`config.mk`:
```
export PLATFORM = sky130hd
export DESIGN_NAME = fetch_unit
export DESIGN_NICKNAME = d
export VERILOG_FILES = /design/src/rtl/fetch_unit.sv
export SDC_FILE = /design/constraint.sdc
export NUM_CORES = 1
export LEC_CHECK = 0
export BUFFER_PORTS_ARGS = -buffer_cell sky130_fd_sc_hd__clkbuf_2
export CORE_MARGIN = 1.5
export CORE_UTILIZATION = 43
export DETAILED_ROUTE_END_ITERATION = 10
export HOLD_SLACK_MARGIN = 0.15
export PLACE_DENSITY = 0.66
export SLEW_MARGIN = 20
export SYNTH_ARGS = -nofsm -noshare
export SYNTH_HDL_FRONTEND = slang
export SYNTH_SLANG_ARGS = --single-unit
```
`constraint.sdc`:
```
create_clock -name clk -period 4.8 [get_ports clk]
set_clock_uncertainty 0.15 [all_clocks]
set_input_delay 0.72 -clock clk [delete_from_list [all_inputs] [get_ports clk]]
set_output_delay 0.72 -clock clk [all_outputs]
set_load 0.02 [all_outputs]
```
`src/rtl/fetch_unit.sv`:
```
// Instruction fetch stage: PC, single-outstanding imem request FSM, instruction buffer FIFO,
// stall/redirect interface toward decode.
// Optional macro FETCH_BYPASS_EN: when the buffer is empty, an accepted response drives the
// decode outputs in the same cycle instead of one cycle later.
// A response arriving with no request outstanding is dropped without any other effect.
module fetch_unit #(
   parameter logic [31:0] RESET_PC   = 32'h0040_0000,
   parameter int unsigned FIFO_DEPTH = 2
) (
   input  logic        clk,
   input  logic        reset_n,
   output logic        imem_req_valid,
   input  logic        imem_req_ready,
   output logic [31:0] imem_req_addr,
   input  logic        imem_resp_valid,
   input  logic [31:0] imem_resp_data,
   input  logic        stall,
   input  logic        redirect,
   input  logic [31:0] redirect_pc,
   output logic        instr_valid,
   output logic [31:0] instr,
   output logic [5:0]  opcode,
   output logic [5:0]  funct,
   output logic [31:0] pc_out,
   output logic [31:0] pc_plus4
);

   localparam int unsigned PtrW = (FIFO_DEPTH > 1) ? $clog2(FIFO_DEPTH) : 1;
   localparam int unsigned CntW = PtrW + 1;

   typedef enum logic [1:0] {StIdle, StReq, StWait, StDrop} state_e;

   state_e          state_q, state_d;
   logic [31:0]     pc_q, pc_d;
   logic [31:0]     req_pc_q, req_pc_d;
   logic [PtrW-1:0] wr_ptr_q, rd_ptr_q;
   logic [CntW-1:0] count_q, count_d;
   logic [31:0]     mem_instr [FIFO_DEPTH];
   logic [31:0]     mem_pc    [FIFO_DEPTH];

   logic            outstanding;
   logic            credit;
   logic            fifo_empty;
   logic            resp_take;
   logic            push;
   logic            pop;
   logic            req_fire;
   logic [31:0]     redirect_tgt;
   logic            out_valid;
   logic [31:0]     out_instr;
   logic [31:0]     out_pc;
`ifdef FETCH_BYPASS_EN
   logic            bypass;
`endif

   // Buffer control: which responses are kept, what leaves, and the next occupancy
   always_comb begin
      redirect_tgt = redirect_pc & 32'hFFFF_FFFC;
      outstanding  = (state_q == StWait) || (state_q == StDrop);
      fifo_empty   = (count_q == '0);
      credit       = (32'(count_q) + 32'(outstanding)) < FIFO_DEPTH;
      // Only a response to a live request in WAIT is kept; the redirect cycle discards it
      resp_take    = (state_q == StWait) && imem_resp_valid && !redirect;
      pop          = !fifo_empty && !stall && !redirect;
`ifdef FETCH_BYPASS_EN
      bypass       = resp_take && fifo_empty;
      // A bypassed word consumed by decode this cycle never enters the buffer
      push         = resp_take && !(bypass && !stall);
`else
      push         = resp_take;
`endif
      if (redirect) begin
         count_d = '0;
      end else begin
         count_d = count_q + CntW'(push) - CntW'(pop);
      end
   end

   // Request FSM next-state, PC update and request outputs
   always_comb begin
      state_d        = state_q;
      pc_d           = pc_q;
      req_pc_d       = req_pc_q;
      imem_req_valid = 1'b0;
      imem_req_addr  = pc_q;
      req_fire       = 1'b0;
      unique case (state_q)
         StIdle: begin
            if (redirect) begin
               pc_d    = redirect_tgt;
               state_d = StReq;
            end else if (credit) begin
               state_d = StReq;
            end
         end
         StReq: begin
            imem_req_valid = 1'b1;
            req_fire       = imem_req_ready;
            if (redirect) begin
               // Unaccepted request is simply retargeted; an accepted one must be drained
               pc_d    = redirect_tgt;
               state_d = req_fire ? StDrop : StReq;
            end else if (req_fire) begin
               req_pc_d = pc_q;
               pc_d     = pc_q + 32'd4;
               state_d  = StWait;
            end
         end
         StWait: begin
            if (redirect) begin
               pc_d    = redirect_tgt;
               // If the response lands in the redirect cycle nothing is left to drop
               state_d = imem_resp_valid ? StReq : StDrop;
            end else if (imem_resp_valid) begin
               state_d = (32'(count_d) < FIFO_DEPTH) ? StReq : StIdle;
            end
         end
         StDrop: begin
            if (redirect) begin
               pc_d = redirect_tgt;
            end
            if (imem_resp_valid) begin
               state_d = StReq;
            end
         end
         default: state_d = StIdle;
      endcase
   end

   // FSM, PC and buffer pointer registers
   always_ff @(posedge clk or negedge reset_n) begin
      if (!reset_n) begin
         state_q  <= StIdle;
         pc_q     <= RESET_PC;
         req_pc_q <= RESET_PC;
         wr_ptr_q <= '0;
         rd_ptr_q <= '0;
         count_q  <= '0;
      end else begin
         state_q  <= state_d;
         pc_q     <= pc_d;
         req_pc_q <= req_pc_d;
         count_q  <= count_d;
         if (redirect) begin
            wr_ptr_q <= '0;
            rd_ptr_q <= '0;
         end else begin
            if (push) begin
               wr_ptr_q <= wr_ptr_q + PtrW'(1);
            end
            if (pop) begin
               rd_ptr_q <= rd_ptr_q + PtrW'(1);
            end
         end
      end
   end

   // Buffer storage; contents are don't-care while empty so no reset is needed
   always_ff @(posedge clk) begin
      if (push) begin
         mem_instr[wr_ptr_q] <= imem_resp_data;
         mem_pc[wr_ptr_q]    <= req_pc_q;
      end
   end

   // Decode-side outputs, forced to zero while nothing valid is presented
   always_comb begin
      out_valid = !fifo_empty;
      out_instr = mem_instr[rd_ptr_q];
      out_pc    = mem_pc[rd_ptr_q];
`ifdef FETCH_BYPASS_EN
      if (bypass) begin
         out_valid = 1'b1;
         out_instr = imem_resp_data;
         out_pc    = req_pc_q;
      end
`endif
      instr_valid = out_valid;
      instr       = out_valid ? out_instr : '0;
      opcode      = out_valid ? out_instr[31:26] : '0;
      funct       = out_valid ? out_instr[5:0] : '0;
      pc_out      = out_valid ? out_pc : '0;
      pc_plus4    = out_valid ? (out_pc + 32'd4) : '0;
   end

endmodule

```
# --- Word-level counts from Yosys, hierarchy flattened ---
# Memories as Yosys holds them, arrays and structs flattened.
# Index checks and enable logic that the tools add are counted.
totals:
  output_inout_bits: 142
  ramBits: 128
  elab_cells: 70
  memories: 2
  regBits: 70
  inputBits: 70
mem_list:
  columns: ["memory", "depth", "width", "read_ports", "rd_ports_with_merged_regs", "write_ports", "line", "text"]
  rows:
  - ["mem_instr", 2, 32, 1, 0, 1, "38", "logic [31:0] mem_instr [FIFO_DEPTH];"]
  - ["mem_pc", 2, 32, 1, 0, 1, "39", "logic [31:0] mem_pc [FIFO_DEPTH];"]
op_classes:
  n_lt_le_gt_ge: 2
  add_sub_neg: 7
  n_mux: 28
  n_eq_ne: 8
  bitwise: 1
  reduce_logical: 16
op_table:
  columns: ["op", "n"]
  rows:
  - ["$mux W32", 6]
  - ["$add A32 B3 Y32 const B", 2]
  - ["$pmux W32 S2", 1]
  - ["$mux W2", 10]
  - ["$mux W6", 2]
  - ["$ne A3 B3 Y1 const B", 3]
  - ["$mux W1", 8]
  - ["$pmux W2 S4", 1]
  - ["$eq A2 B2 Y1 const B", 2]
  - ["$logic_and A1 B1 Y1", 4]
  - ["$logic_not A2 Y1", 2]
  - ["$reduce_and A4 Y1", 1]
  - ["$reduce_bool A2 Y1", 2]
  - ["$add A2 B1 Y3", 1]
  - ["$logic_not A1 Y1", 3]
  - ["$lt A3 B2 Y1 const B", 1]
  - ["$reduce_and A3 Y1", 1]
  - ["$reduce_or A3 Y1", 1]
  - ["$add A1 B1 Y1 const B", 2]
  - ["$add A2 B1 Y2", 1]
  - ["$eq A2 B1 Y1 const B", 1]
  - ["$lt A2 B2 Y1 const B", 1]
  - ["$ne A2 B1 Y1 const B", 1]
  - ["$ne A2 B2 Y1 const B", 1]
  - ["4 further kinds", 4]

# --- Logic depth before layout (Yosys ltp) ---
logic_depth:
  depth_word: 11
  mapped_depth: 12
  mapped_depth_nobuf: 11

# --- Least setup slack after synthesis ---
# No wires, ideal clock.
synth_path:
  path_kind: "input-to-reg"
  startpoint: "in redirect"
  endpoint: "mem mem_instr[0][0] (enable)"
  setup_time_ns: 0.482
  slack_ns: 0.415
  t_required_ns: 4.168
  stages: 4
  arrival_time_ns: 3.753
  n_path_buf: 1
  path_cell_list: "clkbuf_1 -> clkinv_1 -> nand3_1 -> nor2_1"
synth_between:
  elab_chain_len: 4
synth_lines:
  columns: ["item", "line", "text"]
  rows:
  - ["start: declaration", "18", "input logic redirect,"]
  - ["$logic_not A1 Y1", "63", "resp_take = (state_q == StWait) && imem_resp_valid && !redirect;"]
  - ["$logic_and A1 B1 Y1", "63", null]
  - ["$mux W1", "160", "if (push) begin"]
  - ["$mux W1 (not written as such)", "161", "mem_instr[wr_ptr_q] <= imem_resp_data;"]
  - ["end: declaration", "38", null]
# Every way passes these cells.

# --- Final worst setup path ---
layout_path:
  startpoint: "reg rd_ptr_q"
  endpoint: "out pc_plus4[29]"
layout_between:
  elab_chain_len: 3
layout_lines:
  columns: ["item", "line", "text"]
  rows:
  - ["start: declaration", "36", "logic [PtrW-1:0] wr_ptr_q, rd_ptr_q;"]
  - ["start signal: assignment", "152", "rd_ptr_q <= rd_ptr_q + PtrW'(1);"]
  - ["$mem_v2 Z2 W32", null, null]
  - ["$add A32 B3 Y32", "183", "pc_plus4 = out_valid ? (out_pc + 32'd4) : '0;"]
  - ["$mux W32", "183", null]
  - ["end: declaration", "25", "output logic [31:0] pc_plus4"]
# Every way passes these cells.

==> impl_metrics.yaml <==
synth:
  synthTopCellsByArea: "edfxtp_1 42%, dfrtp_1 18%, mux2i_1 6.5%, mux2_2 4.3%, nor2_1 4.1%"
  avgSynthCellArea_um2: 12.24
  ys_seq_area_share_pct: 60.67
  synth_top_area_share_pct: 42.01
  yosysUniqueCellTypes: 60
  yosys.area_share.simple_pct: 13.37
  ys_seq_elements: 190
  synth_top_family_by_area: "simple AND/OR/NAND/NOR gates"
  synth_compound_area_share_pct: 6.282
  synth_top_area_cell: "edfxtp_1"
  yosysWarnings: 0
  synth_edf_count: 124
  syn_inst: 724
  synthAdderAreaFrac_pct: 1.129
  synthMuxAreaShare_pct: 11.00
  synthArstFlopShare_pct: 34.74
  ys.flop_type: "edfxtp_1"
  synth_area_um2: 8864
  synthXorXnorAreaFrac_pct: 3.755
clocking:
  clock_path_buffers: 2
  root_buffer: "clkbuf_16"
  htreeDepth: 4
  clk_latency_ns: 0.42
  post_cts_buffers: 0
  postCtsHoldBufs: 0
  cts.sinks: 190
  numCtsBuffers: 17
  cts-resized-gates: 0
  cts_tree: "yes"
  path_clk_slew_ns: 0.07
finish:
  fill_cells: 1816
  diodes: 0
  final_layout_size_suffix_gt1_share_pct: 32.04
  areaGrowthSynthToFinish_pct: 20.60
  nNetsFinal: 992
worst_setup_path:
  crit_type: "flop to primary output"
  arrival_ns: 3.46
  path_cells: "buf_4, nand3_1, a22oi_4, nand4_1, nor4_1, mux2_1, clkbuf_2"
  critPathRequiredTime_ns: 3.93
  cp_top_family: "simple AND/OR/NAND/NOR gates"
  crit_slowest_cell: "dfrtp_4"
  path_buf_inv: 2
  worstPathMaxFanout: 35
  end_kind: "primary output"
  slowest_delay_ns: 0.68
  startpoint_type: "flop"
route:
  via_count: 6132
  ant_nets: 0
  avgViaCountPerCell: 5.123
  drc_errors: 0
  dr.pass1.iters: 5
  wl_per_cell_um: 16.84
  drt_iter0_drc: 300
  drt_wl_total_mm: 20.16
timing:
  period_share_pct: 90.23
  worstMarginPinSlew_ns: 0.8164
  maxSlewViolCount: 0
  setup_viol: 0
  rsz0062_at_grt: "false"
  timing.final.ws_setup_ns: 0.4689
  slew-limit-headroom_pct: 45.44
  hold_violations: 0
  min_period_ns: 4.331
  fin_setup_tns_ns: 0
  fmax_ghz: 0.2309
  timing.hold.ws_ns: 0.1475
flow_run:
  maxCapViolations: 0
pwr:
  p_per_area_nw_per_um2: 412.5
  peakVddDrop_uv: 240.2
  p_leak_uw: 0.004217
global_routing:
  grt_pass1_wl_mm: 31.62
  grt_pass1_vias: 5752
  grt_max_degree: 63
  grt_remaining_overflow: 0
  antenna_found_initial: 0
  grt_usage_pct: 19.11
hold_path:
  worst_hold_path_type: "input pin to asynchronous set/reset pin"
floorplanning:
  initial_core_util_pct: 43.80
  die_w_um: 146.6
  die-area_um2: 21480
  die_h_um: 146.6
  core_area_um2: 20230
  io_pins: 212
  rows: 52
status:
  outcome: "complete, no violations"
placement:
  hpwlAfterDp_mm: 14.98
  post-place-ws_ns: 0.9047
  place.gp.congestion: 0.7848
  io_buffer_count: 203
==> cells in the mapped netlist, drive strengths merged (5+ instances only) <==
cell type and count:
and2 8, a31oi 5, xor2 18, nor3 15, a21oi 9, nand3b 6, buf 34, xnor2 20
ha 8, nor2 97, nand3 20, dfrtp 64, clkbuf 17, o21ai 30, o22ai 5, inv 12
nand2 54, nor4 5, edfxtp 124, nand4 22, mux2 35, mux2i 58
==> power by group <==
part	leakage [µW]	internal, µW	switching (µW)	total (µW)
clock network	0.000276	777	616	1390
registers	0.00191	2020	188	2200
logic	0.00203	336	477	812
==> area by class of cell <==
class	instances	area, µm²	share of cell area (%)
Sequential cell	190	5381	50.35
Multi-Input combinational cell	474	3194	29.88
Clock buffer	18	429.2	4.015
Timing Repair Buffer	217	1134	10.61
Tap cell	270	337.8	3.160
Inverter	14	52.55	0.4916
Clock inverter	14	160.2	1.498
==> registers in the layout, indices dropped and copies added (netlist names) <==
name           count
mem_instr         64
mem_pc            60
imem_req_addr     30
req_pc_q          30
count_q            2
state_q            2
rd_ptr_q           1
wr_ptr_q           1
==> cell usage in the layout (no fill, tap or decap), drive strengths merged, types with 9 or more instances in the layout <==
cell type | netlist | routed
nand4 | 22 | 22
nor2 | 97 | 97
o21ai | 30 | 30
nand2 | 54 | 54
clkbuf | 17 | 220
a21oi | 9 | 9
dfrtp | 64 | 64
mux2i | 58 | 58
mux2 | 35 | 35
nor3 | 15 | 15
buf | 34 | 15
inv | 12 | 16
xnor2 | 20 | 20
nand3 | 20 | 20
edfxtp | 124 | 124
xor2 | 18 | 18
==> path summary, 6_finish.rpt <==
check                             from                 to  slack (ns)  cells past startpoint
setup / recovery              rd_ptr_q       pc_plus4[29]        0.47                      7
max in group asynchronous      reset_n        req_pc_q[5]        3.39                      2
setup reg to reg            count_q[1]         state_q[0]        2.23                     10
hold reg to reg            req_pc_q[8]       mem_pc[1][8]        0.32                      0
hold / removal                 reset_n  imem_req_addr[25]        0.15                      1
min in group clk           req_pc_q[8]       mem_pc[1][8]        0.32                      0
==> routing by layer <==
layer / GRT usage (%) / routed length [µm] / vias to the layer above
li1: - / - / 2996
met1: 27.71 / 9736 / 2890
met2: 28.58 / 8771 / 225
met3: 5.000 / 1437 / 21
met4: 4.899 / 215 / 0
met5: 0 / 0 / -
==> stage by stage <==
step,total power (µW),util [%],cell area [µm²],std cells
after CTS,4452,52.83,10690,1197
after global placement,3036,49.91,10100,1165
after floorplan,2752,-,8882,729
after global routing,4611,52.83,10690,1197
final,4409,52.83,10690,1197
after detailed placement,3062,49.91,10100,1165
==> logic make-up (layout without fill, tap and decap cells) <==
kind of cell | after synthesis | in the layout
and+or+nand+nor | 247 | 247
DFF | 190 | 190
muxes | 93 | 93
AOI/OAI and AO/OA | 82 | 82
buffers and inverters | 65 | 263
xor gates and xnor gates | 38 | 38
adders and majority gates | 8 | 8
other | 1 | 6
(Power assumes the default switching activity.)
